==> config.mk <==
export PLATFORM = sky130hd
export DESIGN_NAME = muldiv_seq_flat
export DESIGN_NICKNAME = d
export VERILOG_FILES = /design/src/rtl/muldiv_pkg.sv /design/src/rtl/muldiv_seq_if.sv /design/src/rtl/muldiv_seq_arithunit.sv /design/src/rtl/muldiv_seq.sv /design/src/flat_wrapper.sv
export SDC_FILE = /design/constraint.sdc
export NUM_CORES = 1
export LEC_CHECK = 0
export ABC_AREA = 0
export CORE_MARGIN = 10
export CORE_UTILIZATION = 35
export DETAILED_ROUTE_END_ITERATION = 10
export GPL_TIMING_DRIVEN = 0
export SYNTH_ARGS = -nofsm -noshare
export SYNTH_HDL_FRONTEND = slang
export SYNTH_SLANG_ARGS = --single-unit
==> constraint.sdc <==
create_clock -name clk -period 3.35 [get_ports clk]
set_input_delay 0.67 -clock clk [delete_from_list [all_inputs] [get_ports clk]]
set_output_delay 0.67 -clock clk [all_outputs]
set_load 0.05 [all_outputs]
==> src/rtl/muldiv_pkg.sv <==
// Shared types and constants for the sequential multiply/divide controller.
package muldiv_pkg;

    localparam int unsigned WIDTH = 8;
    localparam int unsigned STEPS = 8;
    localparam int unsigned CNT_W = 3;

    typedef enum logic [1:0] {
        IDLE = 2'd0,
        MUL  = 2'd1,
        DIV  = 2'd2,
        DONE = 2'd3
    } state_t;

    localparam logic OP_MUL = 1'b0;
    localparam logic OP_DIV = 1'b1;

    localparam logic [1:0] MODE_ADD  = 2'b00;
    localparam logic [1:0] MODE_SUB  = 2'b01;
    localparam logic [1:0] MODE_PASS = 2'b10;
    localparam logic [1:0] MODE_DEC  = 2'b11;

endpackage

==> src/rtl/muldiv_seq_if.sv <==
// Request/response bundle between a master and the multiply/divide controller.
interface muldiv_seq_if;
    import muldiv_pkg::*;

    logic             start;
    logic             op;
    logic [WIDTH-1:0] a;
    logic [WIDTH-1:0] b;
    logic             busy;
    logic             done;
    logic [WIDTH-1:0] result_hi;
    logic [WIDTH-1:0] result_lo;
    logic             dbz;

    modport master (
        output start, op, a, b,
        input  busy, done, result_hi, result_lo, dbz
    );

    modport slave (
        input  start, op, a, b,
        output busy, done, result_hi, result_lo, dbz
    );

endinterface

==> src/rtl/muldiv_seq_arithunit.sv <==
// 8-bit combinational adder with B-operand select: B, ~B, 0 or FF plus carry in.
module arithunit
    import muldiv_pkg::*;
(
    input  logic [WIDTH-1:0] A,
    input  logic [WIDTH-1:0] B,
    input  logic             s1,
    input  logic             s0,
    input  logic             C_in,
    output logic [WIDTH-1:0] D,
    output logic             C_out,
    output logic             z
);

    logic [WIDTH-1:0] b_sel;
    logic [WIDTH:0]   sum;

    // Operand select and add
    always_comb begin
        b_sel = B;
        case ({s1, s0})
            MODE_ADD:  b_sel = B;
            MODE_SUB:  b_sel = ~B;
            MODE_PASS: b_sel = '0;
            MODE_DEC:  b_sel = '1;
            default:   b_sel = B;
        endcase
        sum   = {1'b0, A} + {1'b0, b_sel} + (WIDTH+1)'(C_in);
        D     = sum[WIDTH-1:0];
        C_out = sum[WIDTH];
        z     = (sum[WIDTH-1:0] == '0);
    end

endmodule

==> src/rtl/muldiv_seq.sv <==
// Sequential 8-bit unsigned multiply (shift-add) / divide (restoring) controller.
module muldiv_seq
    import muldiv_pkg::*;
(
    input  logic         clk,
    input  logic         rst_n,
    muldiv_seq_if.slave  bus
);

    state_t           state_q, state_d;
    logic [CNT_W-1:0] cnt_q, cnt_d;
    logic [WIDTH-1:0] acc_q, acc_d;
    logic [WIDTH-1:0] rem_q, rem_d;
    logic [WIDTH-1:0] q_q, q_d;
    logic [WIDTH-1:0] m_q, m_d;
    logic [WIDTH-1:0] res_hi_q, res_hi_d;
    logic [WIDTH-1:0] res_lo_q, res_lo_d;
    logic             busy_q, busy_d;
    logic             done_q, done_d;
    logic             dbz_q, dbz_d;

    logic [WIDTH-1:0] au_a;
    logic [1:0]       au_mode;
    logic             au_cin;
    logic [WIDTH-1:0] au_d;
    logic             au_cout;
    logic             au_z_unused;
    logic [WIDTH-1:0] rs;
    logic             qbit;

    // Divide: remainder shifted left with the next dividend bit
    assign rs = {rem_q[WIDTH-2:0], q_q[WIDTH-1]};

    arithunit au (
        .A     (au_a),
        .B     (m_q),
        .s1    (au_mode[1]),
        .s0    (au_mode[0]),
        .C_in  (au_cin),
        .D     (au_d),
        .C_out (au_cout),
        .z     (au_z_unused)
    );

    // Arithunit operand/mode steering; pass-through when not iterating
    always_comb begin
        au_a    = acc_q;
        au_mode = MODE_PASS;
        au_cin  = 1'b0;
        case (state_q)
            MUL: begin
                au_a    = acc_q;
                au_mode = q_q[0] ? MODE_ADD : MODE_PASS;
                au_cin  = 1'b0;
            end
            DIV: begin
                au_a    = rs;
                au_mode = MODE_SUB;
                au_cin  = 1'b1;
            end
            default: ;
        endcase
    end

    // Next-state, datapath register and output computation
    always_comb begin
        state_d  = state_q;
        cnt_d    = cnt_q;
        acc_d    = acc_q;
        rem_d    = rem_q;
        q_d      = q_q;
        m_d      = m_q;
        res_hi_d = res_hi_q;
        res_lo_d = res_lo_q;
        dbz_d    = dbz_q;
        qbit     = 1'b0;
        case (state_q)
            IDLE: begin
                if (bus.start) begin
                    cnt_d = '0;
                    m_d   = bus.b;
                    q_d   = bus.a;
                    dbz_d = 1'b0;
                    if (bus.op == OP_MUL) begin
                        acc_d   = '0;
                        state_d = MUL;
                    end else if (bus.b != '0) begin
                        rem_d   = '0;
                        state_d = DIV;
                    end else begin
                        dbz_d    = 1'b1;
                        res_lo_d = '1;
                        res_hi_d = bus.a;
                        state_d  = DONE;
                    end
                end
            end
            MUL: begin
                acc_d = {au_cout, au_d[WIDTH-1:1]};
                q_d   = {au_d[0], q_q[WIDTH-1:1]};
                cnt_d = cnt_q + CNT_W'(1);
                if (cnt_q == CNT_W'(STEPS - 1)) begin
                    res_hi_d = acc_d;
                    res_lo_d = q_d;
                    state_d  = DONE;
                end
            end
            DIV: begin
                if (rem_q[WIDTH-1] | au_cout) begin
                    rem_d = au_d;
                    qbit  = 1'b1;
                end else begin
                    rem_d = rs;
                end
                q_d   = {q_q[WIDTH-2:0], qbit};
                cnt_d = cnt_q + CNT_W'(1);
                if (cnt_q == CNT_W'(STEPS - 1)) begin
                    res_hi_d = rem_d;
                    res_lo_d = q_d;
                    state_d  = DONE;
                end
            end
            DONE: state_d = IDLE;
            default: state_d = IDLE;
        endcase
        busy_d = (state_d != IDLE);
        done_d = (state_d == DONE);
    end

    // State and datapath registers
    always_ff @(posedge clk or negedge rst_n) begin
        if (!rst_n) begin
            state_q  <= IDLE;
            cnt_q    <= '0;
            acc_q    <= '0;
            rem_q    <= '0;
            q_q      <= '0;
            m_q      <= '0;
            res_hi_q <= '0;
            res_lo_q <= '0;
            busy_q   <= 1'b0;
            done_q   <= 1'b0;
            dbz_q    <= 1'b0;
        end else begin
            state_q  <= state_d;
            cnt_q    <= cnt_d;
            acc_q    <= acc_d;
            rem_q    <= rem_d;
            q_q      <= q_d;
            m_q      <= m_d;
            res_hi_q <= res_hi_d;
            res_lo_q <= res_lo_d;
            busy_q   <= busy_d;
            done_q   <= done_d;
            dbz_q    <= dbz_d;
        end
    end

    assign bus.busy      = busy_q;
    assign bus.done      = done_q;
    assign bus.result_hi = res_hi_q;
    assign bus.result_lo = res_lo_q;
    assign bus.dbz       = dbz_q;

endmodule

==> src/flat_wrapper.sv <==
// flat-port wrapper written by rule: the top's interface ports become plain ports
module muldiv_seq_flat import muldiv_pkg::*;
  (clk, rst_n, bus_start, bus_op, bus_a, bus_b, bus_busy, bus_done, bus_result_hi, bus_result_lo, bus_dbz);
  muldiv_seq_if bus_i ();
  input  logic clk;
  input  logic rst_n;
  input wire logic [$bits(bus_i.start)-1:0] bus_start;
  input wire logic [$bits(bus_i.op)-1:0] bus_op;
  input wire logic [$bits(bus_i.a)-1:0] bus_a;
  input wire logic [$bits(bus_i.b)-1:0] bus_b;
  output wire logic [$bits(bus_i.busy)-1:0] bus_busy;
  output wire logic [$bits(bus_i.done)-1:0] bus_done;
  output wire logic [$bits(bus_i.result_hi)-1:0] bus_result_hi;
  output wire logic [$bits(bus_i.result_lo)-1:0] bus_result_lo;
  output wire logic [$bits(bus_i.dbz)-1:0] bus_dbz;
  assign bus_i.start = bus_start;
  assign bus_i.op = bus_op;
  assign bus_i.a = bus_a;
  assign bus_i.b = bus_b;
  assign bus_busy = bus_i.busy;
  assign bus_done = bus_i.done;
  assign bus_result_hi = bus_i.result_hi;
  assign bus_result_lo = bus_i.result_lo;
  assign bus_dbz = bus_i.dbz;
  muldiv_seq u_core (.clk(clk), .rst_n(rst_n), .bus(bus_i));
endmodule
# Yosys cells after proc, flatten, opt, wreduce, memory -nomap -nowiden

Cells that the tools add are included.
W data, S select, Z words.

Flip-flop bits (word level): 56
Input bits: 20

Add/subtract/negate cells: 3
Eq/ne operators: 15
Muxes and demuxes: 37
Bitwise operators: 2
Reductions and logical operators: 15

Operators by type and width:

| cell                  | count |
|---|---|
| $mux W8               | 18 |
| $pmux W8 S3           | 3 |
| $pmux W8 S2           | 2 |
| $pmux W8 S4           | 1 |
| $eq A2 B2 Y1 const B  | 5 |
| $add A8 B8 Y9         | 1 |
| $add A9 B1 Y9         | 1 |
| $mux W2               | 4 |
| $ne A2 B2 Y1 const B  | 4 |
| $not A8 Y8            | 1 |
| $reduce_bool A2 Y1    | 4 |
| $reduce_bool A8 Y1    | 1 |
| $ne A2 B1 Y1 const B  | 3 |
| $pmux W2 S3           | 1 |
| $pmux W3 S2           | 1 |
| $reduce_and A2 Y1     | 3 |
| $reduce_and A6 Y1     | 1 |
| $mux W1               | 5 |
| $eq A2 B1 Y1 const B  | 2 |
| $logic_not A2 Y1      | 2 |
| $pmux W2 S2           | 1 |
| $reduce_and A4 Y1     | 1 |
| $add A3 B1 Y3 const B | 1 |
| $eq A3 B3 Y1 const B  | 1 |
| 5 further kinds       | 5 |

# Depth between registers and ports, before layout

Gate-level depths: netlist of the first run.

Word-level depth: 10
Mapped depth: 15

# Cells and area by module

Synthesis of the first run repeated with hierarchy kept, for this count alone.

Cells, all modules: 317
Area total of the unflattened synthesis: 3244.4 sq um

By module, submodules not included:

| module     | times used | cells each | area each (sq um) | sequential area each (sq um) |
|---|---|---|---|---|
| muldiv_seq | 1          | 259        | 2783.9            | 1401.3 |
| arithunit  | 1          | 58         | 460.4             | 0.0 |

# Worst setup path before layout of the first run

No wires, ideal clock.

Path type: reg-to-reg
Start point: register u_core.state_q[0]
End point: register u_core.res_hi_q[6], in the netlist u_core.bus.result_hi[6]
Library setup time: 133 ps
Arrival: 3070 ps
Setup slack: 148 ps
Cell stages (with the launch flop): 16
Buffers on the path: 2
Period minus slack after synthesis: 3202 ps
Path through: dfrtp_1 inv_1 ha_1 buf_6 nor2b_1 buf_1 a21oi_1 o22a_1 fa_1 fa_1 nor2b_4 o31a_4 o32ai_4 and3_1 o21ai_1 a31oi_1

Longest elaborated chain between the ends: 10
Elaborated cells on any way between the ends: 25
Classes of those cells: add/sub (2); eq/ne (10); mux (8); bitwise (1); reduce/logical (4)

RTL lines:

| element                                      | line                               | source |
|---|---|---|
| start: declaration                           | muldiv_seq.sv:10                   | `state_t state_q, state_d;` |
| start signal: assignment                     | muldiv_seq.sv:145                  | `state_q <= state_d;` |
| $eq A2 B2 Y1 or $eq A2 B1 Y1 (tied branches) | muldiv_seq.sv:50, muldiv_seq.sv:77 |  |
| $pmux W2 S2                                  | muldiv_seq.sv:50                   | `case (state_q)` |
| $eq A2 B2 Y1 (tied with other cells)         | muldiv_seq_arithunit.sv:21         | `case ({s1, s0})` |
| $pmux W8 S4                                  | muldiv_seq_arithunit.sv:21         |  |
| $add A8 B8 Y9                                | muldiv_seq_arithunit.sv:28         | `sum = {1'b0, A} + {1'b0, b_sel} + (WIDTH+1)'(C_in);` |
| $add A9 B1 Y9                                | muldiv_seq_arithunit.sv:28         |  |
| $or A1 B1 Y1                                 | muldiv_seq.sv:109                  | `if (rem_q[WIDTH-1] \| au_cout) begin` |
| $mux W8                                      | muldiv_seq.sv:109                  |  |
| $mux W8                                      | muldiv_seq.sv:117                  | `if (cnt_q == CNT_W'(STEPS - 1)) begin` |
| $pmux W8 S3                                  | muldiv_seq.sv:77                   | `case (state_q)` |
| end signal: assignment                       | muldiv_seq.sv:151                  | `res_hi_q <= res_hi_d;` |
| end: declaration                             | muldiv_seq.sv:16                   | `logic [WIDTH-1:0] res_hi_q, res_hi_d;` |

Several ways; a longest one is shown, not always the timed one. The select of a mux whose other input is x is not followed.
A chain may end at the register's enable or synchronous reset.

# Worst setup path in the final report of the first run

Start point: register u_core.state_q[0]
End point: register u_core.rem_q[7]

Longest elaborated chain between the ends: 9
Elaborated cells on any way between the ends: 21
Classes of those cells: add/sub (2); eq/ne (8); mux (6); bitwise (1); reduce/logical (4)

RTL lines:

| element                                      | line                               | source |
|---|---|---|
| $eq A2 B2 Y1 or $eq A2 B1 Y1 (tied branches) | muldiv_seq.sv:50, muldiv_seq.sv:77 |  |
| $pmux W2 S2                                  | muldiv_seq.sv:50                   |  |
| $eq A2 B2 Y1 (tied with other cells)         | muldiv_seq_arithunit.sv:21         |  |
| $pmux W8 S4                                  | muldiv_seq_arithunit.sv:21         |  |
| $add A8 B8 Y9                                | muldiv_seq_arithunit.sv:28         |  |
| $add A9 B1 Y9                                | muldiv_seq_arithunit.sv:28         |  |
| $or A1 B1 Y1                                 | muldiv_seq.sv:109                  |  |
| $mux W8                                      | muldiv_seq.sv:109                  |  |
| $pmux W8 S2                                  | muldiv_seq.sv:77                   |  |
| end signal: assignment                       | muldiv_seq.sv:148                  | `rem_q <= rem_d;` |
| end: declaration                             | muldiv_seq.sv:13                   | `logic [WIDTH-1:0] rem_q, rem_d;` |

Several ways; a longest one is shown, not always the timed one.

==> flow_summary.ini, run 1 <==
[outcome]
status = complete, but fails checks
violations = setup timing

[critical_path]
cp_max_fo = 7
worst_setup_path_end_kind = flop
start_kind = flop
r2r_end = u_core.rem_q[7]
worstSetupPathType = reg -> reg
required_ns = 3.56
reg2reg_slack_ns = -0.06
r2r_cells = 16
startpoint = u_core.state_q[0]
critical_path_arrival_ns = 3.62
reg2reg_from = u_core.state_q[0]

[global_route]
grt_max_degree = 39
track_usage = 0.131
grt_pass1_vias = 2797
grt_pass1_wl_um = 14300
antenna_found_initial = 0
overflow = 0

[synth]
synth_area_per_cell_um2 = 9.69
synth_compound_area_frac = 0.252
syn_area_um2 = 3260
syn-instance-count = 337
synth.most_common_cell = dfrtp_1
synthMuxAreaShare = 0.0709
synth_seq_area_share = 0.429
yosysUniqueCellTypes = 52
synth_top_area_frac = 0.429
ys_warn_count = 0
async_reset_ff_frac = 1.00
synth_top_family_by_area = compound AO/OA/AOI/OAI gates
syn_nets = 372
yosysTopAreaCell = dfrtp_1
ys_seq_elements = 56
synthTopCellsByCount = dfrtp_1 (56), nand2_1 (49), o21ai_0 (32)
synth-edff-count = 0
yosys.area_share.simple = 0.129
synthAdderAreaFrac = 0.0621
synthTopCellsByArea = dfrtp_1 (43%), mux2_2 (5.9%), nand2_1 (5.6%)
synthXorXnorAreaFrac = 0.00537
ys.flop_type = dfrtp_1

[sta]
skew_ns = 0.0117
fin_crit_ns = 3.41
final.setup.tns_ns = -0.108
rsz0062_at_grt = yes
drv_slew = 0
worst_pin_slew_ns = 0.596
setup_slack_ns = -0.0605
hold_viol_final = 0
setup_viol = 4
max_freq_mhz = 293
period_share = 1.02
max-slew-margin-rel = 0.603

[floorplan]
initial_utilization = 0.357
die_w_um = 117
die_area_um2 = 13600
rows = 35
design.core.area_um2 = 9150
pin_count = 39
die_height_um = 117

[cells_and_area]
drive_gt1_frac = 0.222
syn_to_final_growth_pct = 28.4
nNetsFinal = 430
diodes = 0
num-fill-cells = 870

[power]
p_total_uw = 4550
powerDensity_nw_per_um2 = 1090
switchingPower_uw = 2180
p_int_uw = 2370
combinationalPowerShare = 0.640
pwr-share-clk = 0.099
seqPwrFrac = 0.261
ir_worst_vdd_mv = 0.341
p_leak_uw = 0.00174
swShare = 0.478

[clock_network]
cts_tree = yes
h-tree-depth = 2
path_clk_slew_ns = 0.10
clk_latency_ns = 0.32
root_buffer = clkbuf_8
cts_buffers = 5
clock_sinks = 56
cts_max_path_buffers = 2

[drt]
avgRoutedWirePerCell_um = 17.5
drc = 0
wl_um = 8880
dr.pass1.iters = 5
drt-initial-drc-count = 163
ant_nets = 0
via_count = 2763
via_per_inst = 5.45

[placed_design]
place.gp.congestion = 0.810
io_buffer_count = 38
place_hpwl_um = 6660

[job]
drv_cap = 0

[worst_hold_path]
hold_class = in -> async
[cell type report]
class                           instances  area, um^2  share of cell area
Multi-Input combinational cell        249        1870               0.446
Sequential cell                        56        1400               0.335
Timing Repair Buffer                   50         478               0.114
Tap cell                              111         139              0.0331
Buffer                                 16         126              0.0302
Clock buffer                            6        72.6              0.0173
Inverter                               17        67.6              0.0161
Clock inverter                          2        35.0             0.00836
[worst max path at each step]
stage,to,slack [ns]
floorplan,u_core.bus.result_hi[6],0.15
global placement,u_core.q_q[0],-0.32
detailed placement,u_core.q_q[0],-0.34
CTS,u_core.rem_q[3],-0.02
global route,u_core.bus.result_hi[5],-0.21
finish,u_core.rem_q[7],-0.06
[kinds of logic (layout without fill, tap and decap cells)]
kind of cell,Yosys count,in the layout
AO/OA/AOI/OAI,117,118
XOR/XNOR,2,2
adder cells (fa/ha/maj),15,15
buffers and inverters,33,91
flip-flops,56,56
multiplexers,21,21
AND/OR/NAND/NOR,93,93
[layout by cell type, fill, tap and decap left out, types with 4 or more instances in the layout]
master / count
dfrtp_1: 55
nand2_1: 49
clkdlybuf4s50_1: 37
o21ai_0: 25
mux2_2: 17
nor2_1: 16
a21oi_1: 14
inv_1: 13
buf_4: 13
o21ai_1: 11
ha_1: 11
o21a_1: 8
o31ai_1: 8
o22ai_1: 7
a221oi_1: 6
clkbuf_1: 5
nor3_1: 5
a31oi_1: 5
clkbuf_8: 5
buf_6: 4
[power groups by stage]
| stage | Clock [uW] | Combinational (uW) | Sequential [uW] |
|---|---|---|---|
| final | 449 | 2920 | 1190 |
| after global routing | 478 | 3180 | 1220 |
| after CTS | 456 | 2690 | 1170 |
| after detailed placement | 0 | 2660 | 1190 |
| after global placement | 0 | 2610 | 1170 |
| after floorplan | 0 | 1560 | 1510 |
[flip-flops by register name, summed over array words and instances, names as in the netlist, 2 cells and up]
name                  cells
u_core.m_q                8
u_core.acc_q              8
u_core.cnt_q              3
u_core.q_q                8
u_core.state_q            2
u_core.bus.result_lo      8
u_core.rem_q              8
u_core.bus.result_hi      8
[metrics by stage]
step,utilization,worst slack (ns),cell area [um^2],hold slack [ns],instances
6_report,0.458,-0.0605,4190,0.293,507
3_5_place_dp,0.415,-0.344,3800,0.468,487
5_1_grt,0.458,-0.212,4190,0.329,507
4_1_cts,0.432,-0.0188,3960,0.312,496
2_1_floorplan,-,0.148,3260,0.374,337
3_3_place_gp,0.413,-0.316,3780,0.461,486
[repair_timing]
action,CTS,global route
hold buffers,0,0
resized for setup,10,40
cloned,1,0
setup endpoints to repair,22,22
setup buffers,0,11
pin swaps,1,17
[critical path: stages, from the launching register on]
cell	delay [ns]
dfrtp_2	0.46
inv_2	0.10
ha_4	0.14
buf_8	0.13
clkinvlp_4	0.15
nor2_4	0.21
a21oi_2	0.04
o22a_1	0.19
fa_2	0.41
fa_2	0.40
nor2b_4	0.14
o31a_4	0.20
o32ai_4	0.15
nand2_4	0.15
buf_4	0.13
nor2_1	0.04
o41ai_2	0.27
[per-layer routing]
| layer | up-vias | global-route usage | part of all wire |
|---|---|---|---|
| met4 | 0 | 0.0264 | 0.0071 |
| met2 | 61 | 0.225 | 0.50 |
| met5 | - | 0 | 0 |
| li1 | 1358 | - | - |
| met3 | 7 | 0.0288 | 0.053 |
| met1 | 1337 | 0.166 | 0.44 |
Power figures use the tool's default switching activity.
==> run 2: changes to the inputs <==
==> constraint.sdc (replaced) <==
create_clock -name clk -period 3.55 [get_ports clk]
set_input_delay 0.71 -clock clk [delete_from_list [all_inputs] [get_ports clk]]
set_output_delay 0.71 -clock clk [all_outputs]
set_load 0.05 [all_outputs]
==> run 2 against run 1 <==
Net effect: the run now ends clean; die area unchanged; clock skew decreased by 0.0015 ns; via count decreased by 2.6%; wire length decreased by 3.2%; largest cell class unchanged.
==> flow_summary.ini, run 2 (synthesis results as in run 1) <==
[clock_network]
cts_setup_buffers = 0
h-tree-depth = 2
ctsHoldBuffers = 0
path_clk_slew_ns = 0.10
cts_tree = yes
cts_max_path_buffers = 2
root_buffer = clkbuf_8
cts_buffers = 5
clock_sinks = 56
clk_latency_ns = 0.31

[floorplan]
pin_count = 39
rows = 35
die_w_um = 117
design.core.area_um2 = 9150
die_height_um = 117
die_area_um2 = 13600
initial_utilization = 0.357

[cells_and_area]
final_common_cell = dfrtp_1
final_cell_count_no_fill = 496
syn_to_final_growth_pct = 21.0
stdcell_area_um2 = 3950
num-fill-cells = 901
drive_gt1_frac = 0.145
diodes = 0
fin_util = 0.432
mostFrequentLayoutCells = dfrtp_1 (55), nand2_1 (49), clkdlybuf4s50_1 (37)
nNetsFinal = 419

[critical_path]
reg2reg_from = u_core.state_q[0]
start_kind = flop
critical_path_arrival_ns = 3.55
cpPeakStageDelay_ns = 0.45
cp_max_fo = 10
worstSetupPathType = reg -> reg
required_ns = 3.78
critPathBufInv = 4
crit_family = compound AO/OA/AOI/OAI gates
worst_setup_path_end_kind = flop
path_cells = inv_1, ha_1, buf_6, inv_1, clkbuf_4, o22a_1, fa_1, fa_2, nor2b_4, o31a_4, o32ai_4, a211oi_1, o21ai_1, o21ai_1
r2r_cells = 14
reg2reg_slack_ns = 0.23
cpMaxStageDelayCell = dfrtp_2
r2r_end = u_core.rem_q[6]

[drt]
drt-initial-drc-count = 177
via_count = 2692
drc = 0
avgRoutedWirePerCell_um = 17.3
dr.pass1.iters = 4
wl_um = 8590
ant_nets = 0
via_per_inst = 5.43

[global_route]
antenna_found_initial = 0
grt_pass1_wl_um = 14000
track_usage = 0.129
overflow = 0
grt_pass1_vias = 2765
grt_max_degree = 39

[placed_design]
placed_area_um2 = 3800
place.gp.congestion = 0.810
place_hpwl_um = 6660
post-place-ws_ns = -0.144
io_buffer_count = 38
dp_cells = 487

[sta]
drv_slew = 0
setup_slack_ns = 0.227
setup_viol = 0
worst_pin_slew_ns = 0.548
max-slew-margin-rel = 0.635
skew_ns = 0.0102
fin_crit_ns = 3.32
max_freq_mhz = 301
period_share = 0.936
rsz0062_at_grt = no
hold_viol_final = 0

[power]
p_total_uw = 4050
ir_worst_vdd_mv = 0.319
powerDensity_nw_per_um2 = 1030
p_leak_uw = 0.00166

[worst_hold_path]
hold_class = in -> async

[outcome]
status = completed

[job]
drv_cap = 0
run 2: cell count changes in the layout (fill, tap and decap cells not counted), moves of 3 or more:
cell and change:
buf_4 -11, a211oi_2 -3, a211oi_1 +3, inv_1 +3, o21ai_1 -5, o21ai_0 +7
run 2: layout make-up:
class,instances,area [um^2],share of cell area
multi-input combinational,249,1730,0.438
sequential,56,1400,0.355
timing repair buffer,39,395,0.100
tap,111,139,0.0352
buffer,16,113,0.0285
clock buffer,6,72.6,0.0184
inverter,17,63.8,0.0162
clock inverter,2,35.0,0.00887
run 2: where the power goes:
group,switching (uW),total [uW],internal [uW]
clock,213,423,210
sequential,190,1110,918
combinational,1540,2520,982
run 2: metal layers:
metal  GRT usage  wire length (um)
met1       0.161              3830
met2       0.218              4260
met3      0.0313               437
met4      0.0305                65
met5           0                 0
run 2: what timing repair did:
item	in CTS	in global routing
setup endpoints to repair	17	20
pin swaps	0	1
gates cloned	0	1
resized for setup	3	10
hold endpoints to repair	0	0
run 2: worst max-delay path by stage:
stage,from,endpoint,slack (ns),depth (start not counted)
3_5_place_dp,u_core.state_q[0],u_core.q_q[0],-0.14,14
3_3_place_gp,u_core.state_q[0],u_core.q_q[0],-0.12,14
6_report,u_core.state_q[0],u_core.rem_q[6],0.23,14
2_1_floorplan,u_core.state_q[0],u_core.bus.result_hi[6],0.35,15
4_1_cts,u_core.state_q[0],u_core.q_q[0],0.01,12
5_1_grt,u_core.state_q[0],u_core.q_q[0],0.01,14
run 2: through the flow:
stage | setup TNS (ns) | hold WS (ns)
2_1_floorplan | 0 | 0.414
3_3_place_gp | -3.63 | 0.461
6_report | 0 | 0.333
4_1_cts | 0 | 0.352
3_5_place_dp | -0.834 | 0.468
5_1_grt | 0 | 0.369
==> run 3: changes to the inputs <==
--- a/config.mk
+++ b/config.mk
@@ -7,9 +7,10 @@
 export LEC_CHECK = 0
 export ABC_AREA = 0
 export CORE_MARGIN = 10
-export CORE_UTILIZATION = 35
+export CORE_UTILIZATION = 55
 export DETAILED_ROUTE_END_ITERATION = 10
 export GPL_TIMING_DRIVEN = 0
+export PLACE_DENSITY = 0.79
 export SYNTH_ARGS = -nofsm -noshare
 export SYNTH_HDL_FRONTEND = slang
 export SYNTH_SLANG_ARGS = --single-unit
==> constraint.sdc (replaced) <==
create_clock -name clk -period 3.55 [get_ports clk]
set_input_delay 0.355 -clock clk [delete_from_list [all_inputs] [get_ports clk]]
set_output_delay 0.355 -clock clk [all_outputs]
set_load 0.05 [all_outputs]
==> run 3 against run 2 <==
Net effect: power increased by 2.7%; clock-buffer cell count decreased by 1; clock power up 14%; combinational power increased by 2%; wire length is 1.8% lower; clock skew down 0.0014 ns; critical path type unchanged; cell count decreased by 6.9%.
==> flow_summary.ini, run 3 (synthesis results as in run 1) <==
[drt]
wl_met2_um = 4270
top_layer = met4
wirelength_met1_um = 3440
drc = 0
via_per_inst = 6.22
wl_um = 8440
ant_nets = 0
via_count = 2874
dr.pass1.iters = 6
avgRoutedWirePerCell_um = 18.3
drt-initial-drc-count = 327
routed-wl-met3_um = 572

[global_route]
track_usage = 0.169
antenna_found_initial = 0
overflow = 0
grt_pass1_wl_um = 13700
grt_pass1_vias = 2763
grt_max_degree = 40

[power]
powerDensity_nw_per_um2 = 1050
p_leak_uw = 0.00168
ir_worst_vdd_mv = 0.566

[critical_path]
cpMaxStageDelayCell = dfrtp_2
cpPeakStageDelay_ns = 0.42
cp_max_fo = 9
required_ns = 3.78
critical_path_arrival_ns = 3.63
worstSetupPathType = reg -> reg
worst_setup_path_end_kind = flop
start_kind = flop
path_cells = inv_1, ha_1, buf_6, nor2b_1, clkbuf_4, a21oi_1, o22a_1, fa_1, fa_2, nor2b_4, o31a_4, o32ai_4, a211oi_1, o21ai_2, a31oi_1

[floorplan]
die_w_um = 97.0
pin_count = 39
design.core.area_um2 = 5850
rows = 28
die_area_um2 = 9420
initial_utilization = 0.558
die_height_um = 97.0

[placed_design]
io_buffer_count = 38
post-place-ws_ns = -0.119
placed_area_um2 = 3750
place_hpwl_um = 6220
place.gp.congestion = 0.949
dp_cells = 451

[clock_network]
clock_sinks = 56
cts_max_path_buffers = 2
cts_buffers = 5
cts_tree = yes
path_clk_slew_ns = 0.10
root_buffer = clkbuf_8
clk_latency_ns = 0.31
h-tree-depth = 2

[sta]
drv_slew = 0
worst_pin_slew_ns = 0.547
setup_viol = 0
max-slew-margin-rel = 0.635
holdWs_ns = 0.490
period_share = 0.958
final.setup.tns_ns = 0
setup_slack_ns = 0.149
hold_viol_final = 0
max_freq_mhz = 294
fin_crit_ns = 3.40
skew_ns = 0.00884

[cells_and_area]
num-fill-cells = 459
mostFrequentLayoutCells = dfrtp_1 (55), nand2_1 (49), clkdlybuf4s50_1 (37)
drive_gt1_frac = 0.158
final_cell_count_no_fill = 462
stdcell_area_um2 = 3960
nNetsFinal = 422
final_common_cell = dfrtp_1
syn_to_final_growth_pct = 21.4
diodes = 0

[outcome]
status = completed

[job]
drv_cap = 0

[worst_hold_path]
hold_class = reg -> reg
-- run 3: final timing paths --
path                                    startpoint                 endpoint  slack, ns  cells past startpoint
min reg2reg                u_core.bus.result_lo[5]  u_core.bus.result_lo[5]       0.49                      2
max                              u_core.state_q[0]  u_core.bus.result_hi[3]       0.15                     15
max in group asynchronous                    rst_n        u_core.state_q[0]       2.48                      3
min                        u_core.bus.result_lo[5]  u_core.bus.result_lo[5]       0.49                      2
min in group asynchronous                    rst_n  u_core.bus.result_lo[6]       0.50                      2
max reg2reg                      u_core.state_q[0]  u_core.bus.result_hi[3]       0.15                     15
-- run 3: critical path, delay by kind of cell, from the launching register on --
| family | cells | cell delay, ns |
|---|---|---|
| fa+ha+maj | 3 | 1.00 |
| flops | 1 | 0.42 |
| buf+inv | 3 | 0.43 |
| simple gates | 2 | 0.27 |
| compound gates | 7 | 1.18 |
-- run 3: repair_timing --
item,4_1_cts,5_1_grt
hold endpoints to repair,17,0
gates resized for setup,6,12
pin swaps,1,2
hold buffers,1,0
cloned,0,1
setup buffers,0,2
setup endpoints to repair,18,18
-- run 3: final cells by class --
class                           instances  area, um^2  share of cell area
Tap cell                               75        93.8              0.0237
Buffer                                 16         113              0.0284
Timing Repair Buffer                   42         420               0.106
Clock inverter                          2        60.1              0.0152
Sequential cell                        56        1400               0.354
Multi-Input combinational cell        249        1740               0.439
Clock buffer                            5        68.8              0.0174
Inverter                               17        63.8              0.0161
-- run 3: power by group --
group	total (uW)	internal (uW)	switching (uW)	leakage, uW
registers	1110	918	189	0.000704
logic	2570	997	1570	0.000915
clock network	484	278	206	0.0000642
total	4160	2190	1970	0.00168
-- run 3: layer usage --
| layer | up-vias | global-route usage |
|---|---|---|
| li1 | 1336 | - |
| met1 | 1393 | 0.208 |
| met2 | 124 | 0.289 |
| met3 | 21 | 0.0341 |
| met4 | 0 | 0.0533 |
| met5 | - | 0 |
-- run 3: metrics by stage --
step | total power [uW] | util
after floorplan | 2900 | -
after global placement | 3520 | 0.639
after detailed placement | 3600 | 0.642
after CTS | 4100 | 0.668
after global routing | 4440 | 0.678
final | 4160 | 0.678
